==> src/rtl/writeback_arbiter.sv <==
`default_nettype none
// +---------------------------------------------------------------------------+
// | writeback_arbiter: register-file write-port arbiter, pipeline over mul/div |
// | Rev 1.0                                                                   |
// +---------------------------------------------------------------------------+
module writeback_arbiter #(
  parameter int ADDRESS_WIDTH = 5,
  parameter int DATA_WIDTH    = 32,
  parameter int DEPTH         = 2,
  parameter int CNT_WIDTH     = 16
) (
  input  logic                          iClk,
  input  logic                          iRst,
  input  logic                          iWbEn,
  input  logic [ADDRESS_WIDTH-1:0]      iWbAddress,
  input  logic [DATA_WIDTH-1:0]         iWbData,
  input  logic                          iLlValid,
  input  logic [ADDRESS_WIDTH-1:0]      iLlAddress,
  input  logic [DATA_WIDTH-1:0]         iLlData,
  output logic                          oLlReady,
  output logic                          oWriteEn,
  output logic [ADDRESS_WIDTH-1:0]      oWriteAddress,
  output logic [DATA_WIDTH-1:0]         oDataOut,
  output logic [(2**ADDRESS_WIDTH)-1:0] oPendingMask,
  output logic [CNT_WIDTH-1:0]          oConflictCount
);

  localparam int PTR_W = $clog2(DEPTH);
  localparam int OCC_W = $clog2(DEPTH + 1);
  localparam logic [OCC_W-1:0]     FULL_OCC = OCC_W'(DEPTH);
  localparam logic [CNT_WIDTH-1:0] CNT_MAX  = '1;

  logic [PTR_W-1:0]         rd_ptr_q, rd_ptr_d;
  logic [PTR_W-1:0]         wr_ptr_q, wr_ptr_d;
  logic [OCC_W-1:0]         occ_q, occ_d;
  logic [CNT_WIDTH-1:0]     conflict_q, conflict_d;
  logic [ADDRESS_WIDTH-1:0] addr_mem_q [DEPTH];
  logic [ADDRESS_WIDTH-1:0] addr_mem_d [DEPTH];
  logic [DATA_WIDTH-1:0]    data_mem_q [DEPTH];
  logic [DATA_WIDTH-1:0]    data_mem_d [DEPTH];

  logic pipe_wr;
  logic fifo_nonempty;
  logic ll_fire;
  logic bypass;
  logic push;
  logic pop;

  // Ready is a pure function of occupancy; reset forces it low immediately.
  assign oLlReady       = !iRst && (occ_q < FULL_OCC);
  assign oConflictCount = conflict_q;

  always_comb begin
    pipe_wr       = iWbEn && (iWbAddress != '0);
    fifo_nonempty = (occ_q != '0);
    ll_fire       = iLlValid && oLlReady;
    bypass        = !pipe_wr && !fifo_nonempty && ll_fire && (iLlAddress != '0);
    push          = ll_fire && (iLlAddress != '0) && !bypass;
    pop           = !pipe_wr && fifo_nonempty;
  end

  always_comb begin
    oWriteEn      = 1'b0;
    oWriteAddress = '0;
    oDataOut      = '0;
    if (!iRst) begin
      if (pipe_wr) begin
        oWriteEn      = 1'b1;
        oWriteAddress = iWbAddress;
        oDataOut      = iWbData;
      end else if (fifo_nonempty) begin
        oWriteEn      = 1'b1;
        oWriteAddress = addr_mem_q[rd_ptr_q];
        oDataOut      = data_mem_q[rd_ptr_q];
      end else if (bypass) begin
        oWriteEn      = 1'b1;
        oWriteAddress = iLlAddress;
        oDataOut      = iLlData;
      end
    end
  end

  always_comb begin
    rd_ptr_d   = rd_ptr_q;
    wr_ptr_d   = wr_ptr_q;
    occ_d      = occ_q;
    conflict_d = conflict_q;
    addr_mem_d = addr_mem_q;
    data_mem_d = data_mem_q;
    if (push) begin
      addr_mem_d[wr_ptr_q] = iLlAddress;
      data_mem_d[wr_ptr_q] = iLlData;
      wr_ptr_d             = wr_ptr_q + 1'b1;
    end
    if (pop) begin
      rd_ptr_d = rd_ptr_q + 1'b1;
    end
    case ({push, pop})
      2'b10:   occ_d = occ_q + 1'b1;
      2'b01:   occ_d = occ_q - 1'b1;
      default: occ_d = occ_q;
    endcase
    if (pipe_wr && fifo_nonempty && (conflict_q != CNT_MAX)) begin
      conflict_d = conflict_q + 1'b1;
    end
  end

  // Only entries within the occupied window, walking from the head, count.
  always_comb begin
    oPendingMask = '0;
    for (int i = 0; i < DEPTH; i++) begin
      if (OCC_W'(i) < occ_q) begin
        oPendingMask[addr_mem_q[rd_ptr_q + PTR_W'(i)]] = 1'b1;
      end
    end
    oPendingMask[0] = 1'b0;
  end

  always_ff @(posedge iClk or posedge iRst) begin
    if (iRst) begin
      rd_ptr_q   <= '0;
      wr_ptr_q   <= '0;
      occ_q      <= '0;
      conflict_q <= '0;
      for (int i = 0; i < DEPTH; i++) begin
        addr_mem_q[i] <= '0;
        data_mem_q[i] <= '0;
      end
    end else begin
      rd_ptr_q   <= rd_ptr_d;
      wr_ptr_q   <= wr_ptr_d;
      occ_q      <= occ_d;
      conflict_q <= conflict_d;
      addr_mem_q <= addr_mem_d;
      data_mem_q <= data_mem_d;
    end
  end

endmodule
`default_nettype wire

==> config.mk <==
export PLATFORM = sky130hd
export DESIGN_NAME = writeback_arbiter
export DESIGN_NICKNAME = d
export VERILOG_FILES = /design/src/rtl/writeback_arbiter.sv
export SDC_FILE = /design/constraint.sdc
export NUM_CORES = 1
export LEC_CHECK = 0
export CORE_ASPECT_RATIO = 0.8
export CORE_MARGIN = 2
export CORE_UTILIZATION = 49
export DETAILED_ROUTE_END_ITERATION = 8
export GPL_TIMING_DRIVEN = 0
export PLACE_DENSITY = 0.81
export SETUP_SLACK_MARGIN = 0.05
export SYNTH_ARGS = -nofsm -noshare
export SYNTH_HDL_FRONTEND = slang
export SYNTH_SLANG_ARGS = --single-unit
==> constraint.sdc <==
create_clock -name iClk -period 5.6 [get_ports iClk]
set_input_delay 0.84 -clock iClk [delete_from_list [all_inputs] [get_ports iClk]]
set_output_delay 0.84 -clock iClk [all_outputs]
set_load 0.01 [all_outputs]
==> impl_results.md <==
* Initial antenna violation count at 0
* Row cnt at 35
* Worst Tran Pin Value at 0.9734 ns
* Worst Hold Class: reg -> reg
* Die Width at 125.9 um
* Final slew viol count at 0
* Mapped Avg Cell Area at 9.997 sq um
* Synth Net Count at 665
* Starting density of the core at 50.41%
* Yosys reg bits at 94
* Largest net degree at the start of global routing at 72
* Relative slew slack at 34.19%
* Worst hold slack at 0.5046 ns
* Core area at 0.01156 sq mm
* Clock transition at path regs at 0.06 ns
* Max Clock Freq at 0.2143 GHz
* WL/cell at 18.36 um
* Reg2reg start: occ_q[1]
* First-pass DRT Iterations at 4
* P_leak at 0.003313 uW
* Sequential-to-total area share from yosys stat at 40.36%
* R2R Setup Slk at 2.88 ns
* Final hold violations at 0
* Most frequent cells in the layout: clkdlybuf4s50_1, nand2_1, dfrtp_1
* Dpl hpwl at 12150 um
* Min-delay src: occ_q[0]
* H-tree levels at 3
* Leading register cell type out of synthesis: dfrtp_1
* Power per cell area at 498.5 mW/mm^2
* ANT nets after route at 0
* IO Port Bufs at 162
* Vias per cell at 5.665
* Setup repair bufs after CTS at 0
* RSZ-0062 raised after global routing: no
* Die area at 0.01279 sq mm
* VDD IR max at 0.3204 mV
* Commonest non-fill, non-tap cell in the layout: clkdlybuf4s50_1
* Worst path required time at 4.76 ns
* Diodes inserted at 0
* Io pins at 165
* DRT iter0 DRCs at 331
* Crit Path Category: in -> out
* Clock root buffer: clkbuf_16
* Crit share post-route at 83.33%
* Cell Area, Synth at 0.005828 sq mm
* Layout cell share with drive strength beyond 1 at 16.27%
* All-Layer GR Usage at 26.01%
* Global placer's final weighted congestion at 0.8868
* Fin nets at 839
* Cts repair resizes at 0
* Mapped Cells at 583
* Final Power at 3965 uW
* # clock sinks at 94
* Non-filler instance count after layout at 910
* Crit. End Element: output port
* Dpl cells at 894
* Crit path arrival time at 3.83 ns
* Global-route wire length before repair at 26680 um
* Clk_lat worst skew at 0.34 ns
* Netlist cell types at 43
* CP max FO at 10
* # hold bufs at CTS at 0
* Via count at 5155
* Yosys warns at 0
* Max_cap viols at 0
* Synth-to-layout area growth at 36.45%
* TritonCTS Buffers at 9
* Die Y at 101.5 um
* Min cycle time layout at 4.666 ns
* Vias in the first global route at 5185
* Asr flop ratio synth at 100.0%
* EDFF count, synth at 0
* Drt drc at 0
* CTS tree: done
* Gr ovfl total at 0
* Longest Clk Path Bufs at 2
* Crit path launch: iWbAddress[0]
* Critical path launch point type: input pin
* Final wirelength at 16710 um
* Final clock skew at 0.006272 ns
* Status: finished clean
* Final setup fails at 0
==> logic make-up after synthesis <==
group                      Yosys count  synth area share, %
AOI/OAI and AO/OA                  117                11.64
xor gates and xnor gates            17                2.555
adders and majority gates            4               0.8588
buffers and inverters               46                4.143
DFF                                 94                40.36
muxes                              124                26.86
other                                1              0.06434
and+or+nand+nor                    180                13.53
==> registers in the layout (all words and copies together) (netlist names) <==
signal	cells
wr_ptr_q	1
rd_ptr_q	1
occ_q	2
addr_mem_q	10
data_mem_q	64
oConflictCount	16
==> power by group <==
group          switching [uW]  internal (uW)
Sequential                244            990
Combinational            1040           1110
Clock                     262            326
Total                    1540           2420
==> path summary, 6_finish.rpt <==
check / to / cells past startpoint
min: occ_q[0] / 1
min in group asynchronous: addr_mem_q[2] / 2
min reg2reg: occ_q[0] / 1
max: oDataOut[1] / 9
max in group asynchronous: occ_q[0] / 3
max reg2reg: occ_q[1] / 8
==> synthesized netlist by cell type (3+ instances only) <==
master / n / area (sq um)
mux2_4: 60 / 900.9
clkbuf_1: 16 / 60.06
inv_1: 7 / 26.28
o22ai_1: 31 / 193.9
o21ai_0: 36 / 180.2
nand2b_1: 5 / 31.28
xnor2_1: 15 / 131.4
nand2_1: 125 / 469.2
mux2_2: 19 / 214.0
nor2_1: 12 / 45.04
nand4_1: 6 / 37.54
buf_2: 13 / 65.06
mux2i_1: 45 / 450.4
nor4_1: 3 / 18.77
nor3_1: 4 / 20.02
ha_1: 4 / 50.05
nand3_1: 8 / 40.04
buf_6: 6 / 67.56
and3_1: 3 / 18.77
a21oi_1: 37 / 185.2
dfrtp_1: 94 / 2352
o2bb2ai_1: 3 / 26.28
==> final cells by class <==
type | instances | area [sq um]
repair buffers | 163 | 1649
fillers | 896 | 3608
clock buffers | 12 | 256.5
inverters | 7 | 28.78
multi-input cells | 443 | 3234
clock inverters | 4 | 31.28
well taps | 148 | 185.2
flip-flops and latches | 94 | 2352
plain buffers | 39 | 215.2
==> per-layer routing <==
layer  global-route usage (%)  vias up  part of all wire, %
met1                    36.83     2527                   46
li1                         -     2409                    -
met2                    41.56      196                   46
met3                    5.388       23                  6.4
met4                    6.086        0                  1.3
met5                        0        -                    0
==> metrics by stage <==
step	setup TNS, ns	utilization, %	setup slack (ns)	cell area [sq um]
6_report	0	68.79	0.9336	7953
5_1_grt	0	68.79	0.7745	7953
4_1_cts	0	68.79	0.9953	7953
3_5_place_dp	0	66.30	0.9919	7665
3_3_place_gp	-44.15	66.04	-1.333	7635
2_1_floorplan	0	-	0.8365	5828
==> critical path: stages <==
cell and delay, ns:
clkdlybuf4s50_1 0.43, or4_1 0.58, o21ai_2 0.33, buf_4 0.29
nand3_1 0.11, nand2_1 0.36, buf_2 0.30, a21oi_1 0.08
clkdlybuf4s50_1 0.49
Note: power is estimated with default switching activity, not from simulation.
==> edit (same flow settings) <==
Reset style: synchronous (`iRst`), changed in one clocked block.
--- a/src/rtl/writeback_arbiter.sv
+++ b/src/rtl/writeback_arbiter.sv
@@ -116,7 +116,7 @@
     oPendingMask[0] = 1'b0;
   end
 
-  always_ff @(posedge iClk or posedge iRst) begin
+  always_ff @(posedge iClk) begin
     if (iRst) begin
       rd_ptr_q   <= '0;
       wr_ptr_q   <= '0;
Behaviour: differs if iRst is asserted again (counterexample within 4 cycles, from zero or initial values and one cycle with iRst high); with iRst held inactive, the same outputs for 4 cycles.
==> edit against the unedited design <==
  * Routed wire length increased by 12%
  * Setup slack improved by 0.16 ns
  * Sequential cell count unchanged
  * Clock skew increased by 0.0081 ns
  * Count of clock-buffer cells in the layout decreased by 3
  * Critical endpoint is now oDataOut[0]
  * Area after synthesis decreased by 0.17%
  * Design area down 0.69%
Power is not compared: it rests on default switching activity, and its combinational part moved more than twofold at a synthesized area within 25%.
==> edit: results (changes against the unedited design) <==
Status
  – Status: complete, no violations

Placed design
  – Cell Area, Placed: 0.007615 mm² (-0.65%)
  – Setup WS pre-CTS: 1.191 ns (+0.1990 ns)
  – PortBufs: 161 (-0.62%)
  – Placer Congestion: 0.8808 (-0.68%)
  – Dpl hpwl: 13.75 mm (+13%)

Critical path
  – Largest stage delay on the critical path: 0.56 ns (-0.02 ns)
  – Worst-path fanout max: 10 (unchanged)
  – Crit-path slowest cell: clkdlybuf4s50_1
  – Top cell family by delay on the critical path: buffers and inverters

Pwr
  – Internal power: 1.487 mW
  – Maximum VDD drop: 0.0001883 V
  – Static leakage: 3.274 nW

Flow run
  – MaxCap Viol Count: 0 (unchanged)

Route
  – TritonRoute pass-1 iters: 5 (+1)
  – Initial DRC Count: 487 (+47%)
  – WL final: 18.70 mm (+12%)
  – Via density: 5.870 (+3.6%)

Synth
  – Synth top area cells: dfxtp_1 (32%), mux2i_1 (20%), nand2_1 (11%)
  – Primary FF master, synth: dfxtp_1
  – Post-synthesis async set-or-reset flop share: 0 (-1.000)
  – Distinct cell type count after synthesis: 52 (+21%)
  – Post-synthesis sequential area ratio: 0.3234 (-0.08017)
  – Top post-synthesis cells by count: nand2_1 (172), mux2i_1 (118), dfxtp_1 (94)
  – Syn Nets: 803 (+21%)

Cells and area
  – Fill count: 930 (+3.8%)
  – Layout cell share with drive strength beyond 1: 0.06459 (-0.09814)
  – Max reg flops: 64 (unchanged)
  – Most flop-heavy register: data_mem_q
  – Final Net Count: 975 (+16%)

STA
  – Worst-margin pin slew: 1.044 ns (+0.07026 ns)
  – Layout Skew: 0.01437 ns (+0.008102 ns)

Die
  – Area of the core: 0.01156 mm² (unchanged)

Clock network
  – Post-CTS Repair Setup Buffers: 0 (unchanged)
  – Skew-Pair Late Insertion Delay: 0.35 ns
  – H-tree lvl count: 3 (unchanged)

GRT
  – Global-route wire length before repair: 29.75 mm (+12%)
  – Total GRT Usage: 0.2869 (+0.02681)
  – Vias in the first global route: 6,197 (+20%)
  – Initial antenna violation count: 0 (unchanged)
  – Largest net degree at the start of global routing: 18 (-75%)
## edit: power by group through the flow
stage	clock network (mW)	logic [mW]	registers, mW
after global placement	0	0.964	0.814
final	0.590	1.01	0.809
after floorplan	0	0.634	0.806
after detailed placement	0	0.988	0.820
after CTS	0.587	0.997	0.806
after global routing	0.614	1.10	0.816
## edit: layout make-up
cell class,instances,area [µm²],share of cell area
flip-flops and latches,94,1882,0.2383
clock inverters,7,57.56,0.007288
clock buffers,9,225.2,0.02852
inverters,46,172.7,0.02186
repair buffers,161,1612,0.2041
well taps,148,185.2,0.02345
plain buffers,52,342.8,0.04341
multi-input cells,529,3421,0.4331
## edit: cell families (layout without fill, tap and decap cells)
family          Yosys count  after routing  synth area share
simple gates            245            245            0.1839
compound gates          149            149            0.1695
mux                     128            128            0.2224
buf+inv                  98            275           0.08860
flops                    94             94            0.3234
fa+ha+maj                 4              4          0.008602
xor+xnor                  2              2          0.003011
other cells               1              1         0.0006445
## edit: through the flow
step / hold slack (ns) / utilization / instances / power (mW)
floorplan: 0.4374 / - / 721 / 1.440
global placement: 0.4436 / 0.6587 / 1030 / 1.777
detailed placement: 0.4519 / 0.6587 / 1030 / 1.808
CTS: 0.4611 / 0.6831 / 1046 / 2.391
global route: 0.4792 / 0.6831 / 1046 / 2.526
finish: 0.4585 / 0.6831 / 1046 / 2.413
## edit: final timing paths
| path | start | to | slack, ns | cells past startpoint |
|---|---|---|---|---|
| setup / recovery | occ_q[1]$_SDFFE_PP0P_ | oDataOut[0] | 1.09 | 9 |
| hold reg to reg | data_mem_q[35]$_SDFFE_PP0P_ | data_mem_q[35]$_SDFFE_PP0P_ | 0.46 | 2 |
| setup reg to reg | occ_q[1]$_SDFFE_PP0P_ | occ_q[1]$_SDFFE_PP0P_ | 3.31 | 9 |
| hold / removal | data_mem_q[35]$_SDFFE_PP0P_ | data_mem_q[35]$_SDFFE_PP0P_ | 0.46 | 2 |
## edit: per-layer routing
metal / share of wire / vias up / global-route usage
met4: 0.016 / 0 / 0.1116
met5: 0 / - / 0
li1: - / 2891 / -
met1: 0.42 / 2908 / 0.3605
met3: 0.080 / 27 / 0.05547
met2: 0.48 / 314 / 0.4936
## edit: worst min-delay path: stages (launching register included)
cell and delay, ns:
dfxtp_1 0.31, nand2_1 0.05, mux2i_1 0.05
